$ cat config.mk
export PLATFORM = sky130hd
export DESIGN_NAME = sample_uart_framer
export DESIGN_NICKNAME = d
export VERILOG_FILES = /design/src/rtl/sample_uart_framer.sv
export SDC_FILE = /design/constraint.sdc
export NUM_CORES = 1
export LEC_CHECK = 0
export ABC_AREA = 1
export CAP_MARGIN = 30
export CORE_MARGIN = 2
export CORE_UTILIZATION = 53
export CTS_CLUSTER_SIZE = 40
export DETAILED_ROUTE_END_ITERATION = 6
export GPL_TIMING_DRIVEN = 0
export PLACE_DENSITY = 0.81
export SKIP_LAST_GASP = 1
export SYNTH_ARGS = -nofsm -noshare
export SYNTH_HDL_FRONTEND = slang
export SYNTH_SLANG_ARGS = --single-unit
$ cat constraint.sdc
create_clock -name clk -period 4.5 [get_ports clk]
set_input_delay 0.9 -clock clk [delete_from_list [all_inputs] [get_ports clk]]
set_output_delay 0.9 -clock clk [all_outputs]
set_load 0.1 [all_outputs]
$ cat src/rtl/sample_uart_framer.sv
// Captures N_CH signed samples on a decimated strobe and streams them as a framed,
// XOR-checksummed byte sequence through a busy/start UART transmitter handshake.
module sample_uart_framer #(
    parameter int unsigned W     = 16,
    parameter int unsigned N_CH  = 4,
    parameter int unsigned DECIM = 1,
    parameter int unsigned OVR_W = 8
) (
    input  logic                clk,
    input  logic                rst,
    input  logic                sample_clk,
    input  logic [N_CH*W-1:0]   samples,
    input  logic                enable,
    input  logic                tx_busy,
    output logic                tx_start,
    output logic [7:0]          tx_data,
    output logic                frame_active,
    output logic [OVR_W-1:0]    overrun_cnt
);
    localparam int unsigned NB       = (W + 7) / 8;
    localparam int unsigned EXT_W    = NB * 8;
    localparam int unsigned DEC_W    = (DECIM > 1) ? $clog2(DECIM) : 1;
    localparam int unsigned CH_W     = (N_CH > 1) ? $clog2(N_CH) : 1;
    localparam int unsigned POS_LAST = 2 + NB;

    typedef enum logic [2:0] {IDLE, LOAD, SEND, WAIT_ACK, WAIT_DONE} state_t;

    state_t            state_q, state_d;
    logic [DEC_W-1:0]  dec_q;
    logic [N_CH*W-1:0] snap_q;
    logic [CH_W-1:0]   ch_q;
    logic [2:0]        pos_q;
    logic              ck_next_q;
    logic              last_q;
    logic [7:0]        csum_q;
    logic [OVR_W-1:0]  ovr_q;
    logic              strobe_hit;
    logic              capture;
    logic              drop;
    logic [EXT_W-1:0]  ext;
    logic [7:0]        cur_byte;

    assign strobe_hit   = sample_clk && enable && (dec_q == DEC_W'(DECIM - 1));
    assign capture      = strobe_hit && (state_q == IDLE);
    assign drop         = strobe_hit && (state_q != IDLE);
    assign frame_active = (state_q != IDLE);
    assign overrun_cnt  = ovr_q;

    always_ff @(posedge clk or posedge rst) begin
        if (rst) begin
            dec_q <= '0;
        end else if (sample_clk && enable) begin
            dec_q <= strobe_hit ? '0 : dec_q + 1'b1;
        end
    end

    always_ff @(posedge clk or posedge rst) begin
        if (rst) begin
            ovr_q <= '0;
        end else if (drop && (ovr_q != '1)) begin
            ovr_q <= ovr_q + 1'b1;
        end
    end

    // Byte at (ch_q, pos_q): three header bytes, then the sign-extended sample MSB first.
    always_comb begin
        ext = '0;
        for (int c = 0; c < N_CH; c++) begin
            if (CH_W'(c) == ch_q) begin
                ext = EXT_W'($signed(snap_q[c*W +: W]));
            end
        end
        cur_byte = 8'h00;
        case (pos_q)
            3'd0:    cur_byte = 8'h43;
            3'd1:    cur_byte = 8'h48;
            3'd2:    cur_byte = 8'h30 + 8'(ch_q);
            default: cur_byte = ext[(POS_LAST - 32'(pos_q)) * 8 +: 8];
        endcase
    end

    always_ff @(posedge clk or posedge rst) begin
        if (rst) begin
            state_q <= IDLE;
        end else begin
            state_q <= state_d;
        end
    end

    always_comb begin
        state_d  = state_q;
        tx_start = 1'b0;
        case (state_q)
            IDLE:      if (capture) state_d = LOAD;
            LOAD:      state_d = SEND;
            SEND: begin
                if (!tx_busy) begin
                    tx_start = 1'b1;
                    state_d  = WAIT_ACK;
                end
            end
            WAIT_ACK:  if (tx_busy) state_d = WAIT_DONE;
            WAIT_DONE: if (!tx_busy) state_d = last_q ? IDLE : LOAD;
            default:   state_d = IDLE;
        endcase
    end

    always_ff @(posedge clk or posedge rst) begin
        if (rst) begin
            snap_q    <= '0;
            ch_q      <= '0;
            pos_q     <= '0;
            ck_next_q <= 1'b0;
            last_q    <= 1'b0;
            csum_q    <= 8'h00;
            tx_data   <= 8'h00;
        end else if (capture) begin
            snap_q    <= samples;
            ch_q      <= '0;
            pos_q     <= '0;
            ck_next_q <= 1'b0;
            last_q    <= 1'b0;
            csum_q    <= 8'h00;
        end else if (state_q == LOAD) begin
            if (ck_next_q) begin
                tx_data <= csum_q;
                last_q  <= 1'b1;
            end else begin
                tx_data <= cur_byte;
                csum_q  <= csum_q ^ cur_byte;
                if (pos_q == 3'(POS_LAST)) begin
                    pos_q <= '0;
                    if (ch_q == CH_W'(N_CH - 1)) begin
                        ck_next_q <= 1'b1;
                    end else begin
                        ch_q <= ch_q + 1'b1;
                    end
                end else begin
                    pos_q <= pos_q + 1'b1;
                end
            end
        end
    end

endmodule
==> reports/summary.md, run 1 <==
The largest net degree at the start of global routing is 64, and the highest fanout seen on the critical path is 5. Counting along the longest clock path gives a buffer depth of 2. After clock tree synthesis, the clock-pin slew on the worst setup and hold paths is 0.10 ns.

The floorplan step defined a die boundary enclosing 10,000 µm². The root buffer cell chosen for the clock tree is sky130_fd_sc_hd__clkbuf_8. Summed over its instances, the top area cell type makes up 50.5% of the synthesized netlist area. In the routed layout, each cell is associated on average with a via count of 5.27.

The tools report the final design instance area without fill as 6180 µm². For the number of buffers inserted during clock tree synthesis, the log shows 9. After clock tree synthesis, the repair step resized 0 gates. The flow ran to the end, and the final reports show no timing, DRC or antenna violations. For the worst-skew pair, the clock arrives at the later sink with an insertion delay of 0.37 ns.

The overall fraction of global-route tracks in use came out at 25.5%. The placeable core region was 9110 µm². The tools report the post-layout total power as 4370 µW. The final number of hold-violating endpoints came out at 0. TritonCTS built the clock tree. In this run the tightest slew margin relative to its limit is 35.1%. Hold repair after CTS inserted 0 buffers. The count of nets left with antenna violations once routing finished came out at 0. The number of antenna diodes in the final layout is 0. The routed length per placed instance is 14.4 µm. Setup repair after global routing left no endpoint under its margin.

For the total length of routed wires, the log shows 12,100 µm. After global routing the overflow that remains totals 0. The die boundary height is 100 µm. The slew at the pin closest to its max-slew limit was 0.971 ns. Detailed placement finished with a half-perimeter wire length of 9060 µm. After filler insertion, the fill cell instance count of the layout stands at 755. The tightest min-delay check is of the reg2reg type.

Synthesis produced 628 cells. The post-CTS setup buffer count was 0. After detailed routing, the number of remaining DRC violations is 0. The minimum setup slack among reg-to-reg paths is 2.08 ns, and the violation count after the first detailed-route iteration is 222. Sequential cells were found to cover 50.5% of the synthesized design area. The smallest clock period supported by the final layout is computed as 3.63 ns. Of all flip-flops after synthesis, the portion carrying an async set or reset was 100%. The number of antenna violations at the first check in global routing came out at 0. The tools report the number of detailed-routing iterations run before antenna repair as 5.

The number of enable-type register cells in the synthesized netlist was 0. Measured on the finished design, the core utilization comes to 67.9%. The number of warning messages in the yosys log is 0. At the end of routability-driven placement, the weighted congestion stood at 0.924. The logs give 3.60 ns for the data required time of the critical path and 0.0111 ns for the final clock skew. In this run the horizontal extent of the chip is 100 µm. The cell area that synthesis handed to floorplanning was 4910 µm².

Among all flip-flop cells after synthesis, the most frequent one is sky130_fd_sc_hd__dfrtp_1. For this configuration, the core starts out at a cell density of 53.9%. Synthesis instantiated 31 different standard cells from the library. The number of non-filler instances in the completed layout is 841. The average footprint of a synthesized cell was 7.82 µm²; the I/O pin count was 87. In this run the power density over the cells is 706 nW/µm². The H-tree was split into 3 levels. Yosys instantiated no cell more often than sky130_fd_sc_hd__nand2_1.

For the worst setup path, the data arrival time is 2.73 ns. Net count of the mapped netlist: 708. The number of buffers inserted by port buffering came out at 86. The worst setup path is captured at an output port. Setup violations remaining at the end of the flow were counted as 0.

The clock drives 99 sinks. The layout overhead on the synthesized area works out to 26.0%. The leakage component of the power came out at 0.00312 µW. The worst-case IR drop observed on VDD is 0.000282 V.

The tools report the layout net count as 806. Summing over every cut layer, the via total after detailed routing is 4,436. After synthesis, the cell types taking the most area are sky130_fd_sc_hd__dfrtp_1 50%, sky130_fd_sc_hd__nand2_1 22%, sky130_fd_sc_hd__a21oi_1 4.0%. Floorplan row count: 35. The type of the setup path with the least slack was in2out.

The run gives 0.276 GHz as the top achievable clock speed. Counting flops and latches in the post-synthesis netlist gives 99. The portion of the clock cycle consumed by the worst path in the final layout was 80.6%; the post-placement cell count was 826. The via count of the first global-routing pass was 4,330; the number of max-slew violations in the final report was 0. Summing all placed instances gives a cell area of 5940 µm². The worst setup path is launched from an input port. Max-cap violations in this run came to 0.

Cells with a size suffix above 1 make up 7.67% of the layout. sky130_fd_sc_hd__dfrtp_1 takes more of the synthesized area than any other cell. The tools report the global-route wire length before repair as 20,000 µm.

The commonest cells after synthesis are 282 x sky130_fd_sc_hd__nand2_1, 99 x sky130_fd_sc_hd__dfrtp_1, 44 x sky130_fd_sc_hd__inv_1, 39 x sky130_fd_sc_hd__a21oi_1, 30 x sky130_fd_sc_hd__o21ai_0.
-- per-stage QoR --
stage / hold WS [ns] / setup slack [ns] / TNS (ns)
6_report: 0.477 / 0.875 / 0
5_1_grt: 0.493 / 0.788 / 0
4_1_cts: 0.484 / 0.866 / 0
3_5_place_dp: 0.460 / 0.865 / 0
3_3_place_gp: 0.456 / -0.413 / -40.38
2_1_floorplan: 0.437 / 1.01 / 0
-- registers in the layout (all words and copies together) (netlist names) --
name	cells
ch_q	2
ck_next_q	1
csum_q	8
dec_q	1
last_q	1
overrun_cnt	8
pos_q	3
snap_q	64
state_q	3
tx_data	8
-- routing by layer --
layer / GRT usage [%] / part of all wire (%)
met3: 4.18 / 6.2
met2: 43.8 / 48
met5: 0 / 0
met1: 32.7 / 43
met4: 9.48 / 2.9
-- cells in the final DEF, fill, tap and decap left out --
| master | netlist | routed |
|---|---|---|
| sky130_fd_sc_hd__a21o_1 | 2 | 2 |
| sky130_fd_sc_hd__a21oi_1 | 39 | 39 |
| sky130_fd_sc_hd__and2_1 | 1 | 1 |
| sky130_fd_sc_hd__buf_16 | 0 | 1 |
| sky130_fd_sc_hd__buf_2 | 19 | 19 |
| sky130_fd_sc_hd__bufinv_16 | 0 | 3 |
| sky130_fd_sc_hd__clkbuf_1 | 6 | 7 |
| sky130_fd_sc_hd__clkbuf_2 | 2 | 2 |
| sky130_fd_sc_hd__clkbuf_8 | 0 | 10 |
| sky130_fd_sc_hd__clkdlybuf4s50_1 | 0 | 86 |
| sky130_fd_sc_hd__clkinv_4 | 0 | 1 |
| sky130_fd_sc_hd__dfrtp_1 | 99 | 99 |
| sky130_fd_sc_hd__ha_1 | 11 | 11 |
| sky130_fd_sc_hd__inv_1 | 44 | 43 |
| sky130_fd_sc_hd__inv_2 | 8 | 8 |
| sky130_fd_sc_hd__inv_4 | 0 | 1 |
| sky130_fd_sc_hd__nand2_1 | 282 | 282 |
| sky130_fd_sc_hd__nand2_2 | 2 | 2 |
| sky130_fd_sc_hd__nand2_4 | 1 | 1 |
| sky130_fd_sc_hd__nand3_1 | 20 | 20 |
| sky130_fd_sc_hd__nand4_1 | 2 | 2 |
| sky130_fd_sc_hd__nor2_1 | 18 | 18 |
| sky130_fd_sc_hd__nor2_2 | 3 | 3 |
| sky130_fd_sc_hd__nor2_4 | 1 | 1 |
| sky130_fd_sc_hd__nor3_1 | 4 | 4 |
| sky130_fd_sc_hd__nor3_4 | 2 | 2 |
| sky130_fd_sc_hd__nor4_2 | 0 | 1 |
| sky130_fd_sc_hd__o2111ai_1 | 5 | 5 |
| sky130_fd_sc_hd__o211ai_1 | 13 | 13 |
| sky130_fd_sc_hd__o21ai_0 | 30 | 30 |
| sky130_fd_sc_hd__o21ai_1 | 2 | 2 |
| sky130_fd_sc_hd__o21bai_4 | 1 | 1 |
| sky130_fd_sc_hd__o22a_1 | 1 | 1 |
| sky130_fd_sc_hd__o22ai_1 | 1 | 1 |
| sky130_fd_sc_hd__or2_1 | 1 | 1 |
| sky130_fd_sc_hd__xnor2_1 | 4 | 4 |
| sky130_fd_sc_hd__xor2_1 | 3 | 3 |
-- critical path: stages --
cell and delay (ns):
sky130_fd_sc_hd__clkdlybuf4s50_1 0.50, sky130_fd_sc_hd__nor4_2 0.16, sky130_fd_sc_hd__clkdlybuf4s50_1 1.16
-- final timing paths --
| check | start | endpoint | cells after the start |
|---|---|---|---|
| max | tx_busy | tx_start | 3 |
| min | snap_q[3] | snap_q[3] | 2 |
| max reg2reg | pos_q[0] | csum_q[5] | 11 |
| min reg2reg | snap_q[3] | snap_q[3] | 2 |
| max in group asynchronous | rst | snap_q[18] | 3 |
| min in group asynchronous | rst | snap_q[60] | 2 |
-- cells by family after synthesis --
kind of cell	share of synthesized area [%]
flip-flops	50.5
buffers and inverters	6.58
AND/OR/NAND/NOR	27.8
adder cells (fa/ha/maj)	2.80
AO/OA/AOI/OAI	11.1
XOR/XNOR	1.25
-- where the power goes --
| part | total (µW) | internal (µW) | switching, µW |
|---|---|---|---|
| clock | 693 | 383 | 310 |
| sequential | 1520 | 1280 | 240 |
| combinational | 2150 | 664 | 1490 |
| total | 4370 | 2330 | 2040 |
-- final cells by class --
| type | count | area [µm²] | share of cell area (%) |
|---|---|---|---|
| Clock inverter | 4 | 98.8 | 1.60 |
| Timing Repair Buffer | 87 | 888 | 14.4 |
| Tap cell | 111 | 139 | 2.25 |
| Inverter | 52 | 198 | 3.20 |
| Multi-Input combinational cell | 450 | 2110 | 34.2 |
| Buffer | 27 | 128 | 2.06 |
| Clock buffer | 11 | 141 | 2.29 |
| Sequential cell | 99 | 2480 | 40.1 |
(Power assumes the default switching activity.)
==> run 2, diff against run 1 <==
--- a/config.mk
+++ b/config.mk
@@ -8,11 +8,11 @@
 export ABC_AREA = 1
 export CAP_MARGIN = 30
 export CORE_MARGIN = 2
-export CORE_UTILIZATION = 53
+export CORE_UTILIZATION = 48
 export CTS_CLUSTER_SIZE = 40
 export DETAILED_ROUTE_END_ITERATION = 6
 export GPL_TIMING_DRIVEN = 0
-export PLACE_DENSITY = 0.81
+export PLACE_DENSITY = 0.78
 export SKIP_LAST_GASP = 1
 export SYNTH_ARGS = -nofsm -noshare
 export SYNTH_HDL_FRONTEND = slang
==> constraint.sdc (replaced) <==
create_clock -name clk -period 3.1 [get_ports clk]
set_input_delay 0.62 -clock clk [delete_from_list [all_inputs] [get_ports clk]]
set_output_delay 0.62 -clock clk [all_outputs]
set_load 0.1 [all_outputs]
==> reports/summary.md, run 2 (synthesis results as in run 1) <==
The flow ran to the end, and the final reports show no timing, DRC or antenna violations. The number of sinks handled by clock tree synthesis is 99 (unchanged), and the x dimension of the die is 105 µm (was 100 µm). The clock tree root driver cell is sky130_fd_sc_hd__clkbuf_8 (unchanged). The total length of routed wires is 12,200 µm (was 12,100 µm), and the number of inserted diodes is 0 (unchanged). The run gives 9360 µm (was 9060 µm) as the half-perimeter wire length after placement. The run gives 35.3% (was 35.1%) as the worst relative slew slack. Total met3 wirelength after detailed routing: 579 µm (was 756 µm). The number of flip-flops under the largest register name works out to 64 (unchanged).

Share of post-route cells with drive strength above 1: 7.79% (was 7.67%). The maximum vdd ir drop was 0.000493 V (was 0.000282 V); the clock network latency to the later pin of the worst-skew pair was 0.37 ns (about the same). Worst min-delay path class: reg2reg (unchanged). The leakage component of the power is 0.00312 µW (about the same).

The data required time of the critical path came out at 2.48 ns (was 3.60 ns). The register bank with the most flops is snap_q (unchanged). The type of the setup path with the least slack is reg2out (was in2out). The final number of hold-violating endpoints is 0 (unchanged).

The tools report the number of buffers inserted during clock tree synthesis as 9 (unchanged). The overall fraction of global-route tracks in use came out at 23.3% (was 25.5%). The commonest non-fill, non-tap cell in the layout is sky130_fd_sc_hd__nand2_1 (unchanged). The sum of overflow across all layers after global routing is 0 (unchanged). The I/O pin count is 87 (unchanged), and the maximum buffer depth of the clock tree is 2 (unchanged). The run gives 3 (unchanged) as the number of H-tree levels. Kind of capture point of the worst setup path: an output port (unchanged). The slew at the pin closest to its max-slew limit is 0.967 ns (was 0.971 ns). The total setup violations reported at the end of the flow is 0 (unchanged). The detailed-routing wirelength on met1 is 5510 µm (was 5190 µm), and the post-layout total power is 6250 µW (was 4370 µW). Max-cap violation count: 0 (unchanged). The layout overhead on the synthesized area is 26.3% (was 26.0%).

The placeable core region is 9860 µm² (was 9110 µm²). The run gives 5 (unchanged) as the number of detailed-routing iterations run before antenna repair. The number of remaining DRC errors was 0 (unchanged). The starting density of the core came out at 49.8% (was 53.9%).

Routed length per placed instance: 14.1 µm (was 14.4 µm). The number of max-slew violations in the final report is 0 (unchanged), and the largest net degree at the start of global routing is 44 (was 64). The portion of the clock cycle consumed by the worst path in the final layout was 92.1%.

TritonCTS built the clock tree. The die boundary height is 105 µm (was 100 µm). Floorplan die area: 11,100 µm² (was 10,000 µm²). The via count of the first global-routing pass is 4,259 (was 4,330), and the post-route minimum period is 2.85 ns. Clock input transition at the sequential cells of the worst setup and hold paths: 0.10 ns (about the same).

Setup repair after global routing left no endpoint under its margin. Total via count after detailed routing: 4,345 (was 4,436). The tools report the final weighted congestion of routability-driven global placement as 0.873 (was 0.924). The final clock skew came out at 0.0117 ns (was 0.0111 ns). Leading cell types in the layout, fill and taps excluded: 282 x sky130_fd_sc_hd__nand2_1, 99 x sky130_fd_sc_hd__dfrtp_1, 85 x sky130_fd_sc_hd__clkdlybuf4s50_1, 43 x sky130_fd_sc_hd__inv_1, 39 x sky130_fd_sc_hd__a21oi_1 (was 282 x sky130_fd_sc_hd__nand2_1, 99 x sky130_fd_sc_hd__dfrtp_1, 86 x sky130_fd_sc_hd__clkdlybuf4s50_1, 43 x sky130_fd_sc_hd__inv_1, 39 x sky130_fd_sc_hd__a21oi_1). The critical path arrival came out at 2.23 ns (was 2.73 ns).

The tools report the top achievable clock speed as 0.350 GHz. Post-placement cell count: 849 (was 826). The number of filler cells placed in the layout is 870 (was 755). The logs give 5820 µm (was 5810 µm) for the sum of met2 wire segment lengths after detailed routing and 20,300 µm (was 20,000 µm) for the global-route wire length before repair. Top layer used by detailed routing: met4 (unchanged). Highest fanout seen on the critical path: 4 (was 5).

The violation count after the first detailed-route iteration is 260 (was 222), and the via density per instance is 5.02 (was 5.27). The tools report the minimum setup slack among reg-to-reg paths as 0.67 ns (was 2.08 ns). The critical path startpoint category was a register (was an input port). The number of antenna-violating nets in the routed design is 0 (unchanged), and the power per unit of standard cell area is 1010 nW/µm² (was 706 nW/µm²). The layout net count is 807 (was 806), and the floorplan row count is 36 (was 35).

The number of buffers inserted by port buffering is 86 (unchanged). The final setup TNS is 0 ns (unchanged), and the number of antenna violations at the first check in global routing is 0 (unchanged). The number of non-filler instances in the completed layout was 865 (was 841).
[run 2: cell types whose count changed in the layout (fill, tap and decap cells not counted), sizes merged]
cell,delta
clkinv,+1
clkinvlp,+2
clkdlybuf4s50,-1
dlymetal6s2s,+1
buf,+1
inv,-1
bufinv,-1
[run 2: power by group]
| group | leakage [µW] | switching, µW | internal (µW) | total [µW] |
|---|---|---|---|---|
| Clock | 0.000103 | 451 | 453 | 904 |
| Sequential | 0.00124 | 358 | 1860 | 2220 |
| Combinational | 0.00177 | 2150 | 968 | 3120 |
| Total | 0.00312 | 2960 | 3290 | 6250 |
[run 2: through the flow]
step                hold WS, ns  instance area [µm²]  setup slack [ns]  utilization, %
global placement          0.457                 5950            0.0533            60.3
CTS                       0.483                 6190            0.0167            62.8
global route              0.501                 6200             0.182            62.8
detailed placement        0.459                 5990            0.0159            60.7
floorplan                 0.437                 4920             0.233               -
finish                    0.483                 6200             0.246            62.8
[run 2: final timing paths]
kind,startpoint,endpoint,cells past startpoint
setup / recovery,state_q[2],frame_active,3
hold / removal,snap_q[39],snap_q[39],2
setup reg to reg,pos_q[0],csum_q[4],11
hold reg to reg,snap_q[39],snap_q[39],2
max in group asynchronous,rst,snap_q[17],3
min in group asynchronous,rst,snap_q[61],2
[run 2: worst max-delay path, cell delays in order, from the launching register on]
cell                              delay [ns]
sky130_fd_sc_hd__dfrtp_1                0.47
sky130_fd_sc_hd__inv_1                  0.14
sky130_fd_sc_hd__nand2_4                0.12
sky130_fd_sc_hd__clkdlybuf4s50_1        1.13
[run 2: per-layer routing]
metal	track usage, %	vias up
met3	4.18	21
met4	7.71	0
met5	0	-
met1	30.5	2019
met2	39.0	123
li1	-	2182
[run 2: final cells by class]
cell class | count | area [µm²] | area share [%]
inverter | 52 | 199 | 3.21
tap | 133 | 166 | 2.69
clock buffer | 11 | 131 | 2.12
sequential | 99 | 2480 | 40.0
multi-input combinational | 450 | 2110 | 34.1
clock inverter | 5 | 77.6 | 1.25
timing repair buffer | 88 | 903 | 14.6
buffer | 27 | 128 | 2.06
[run 2: timing repair]
action                     in CTS  in global routing
hold buffers                    0                  0
resized for setup               0                  1
setup endpoints to repair       0                  1
buffers inserted                0                  0
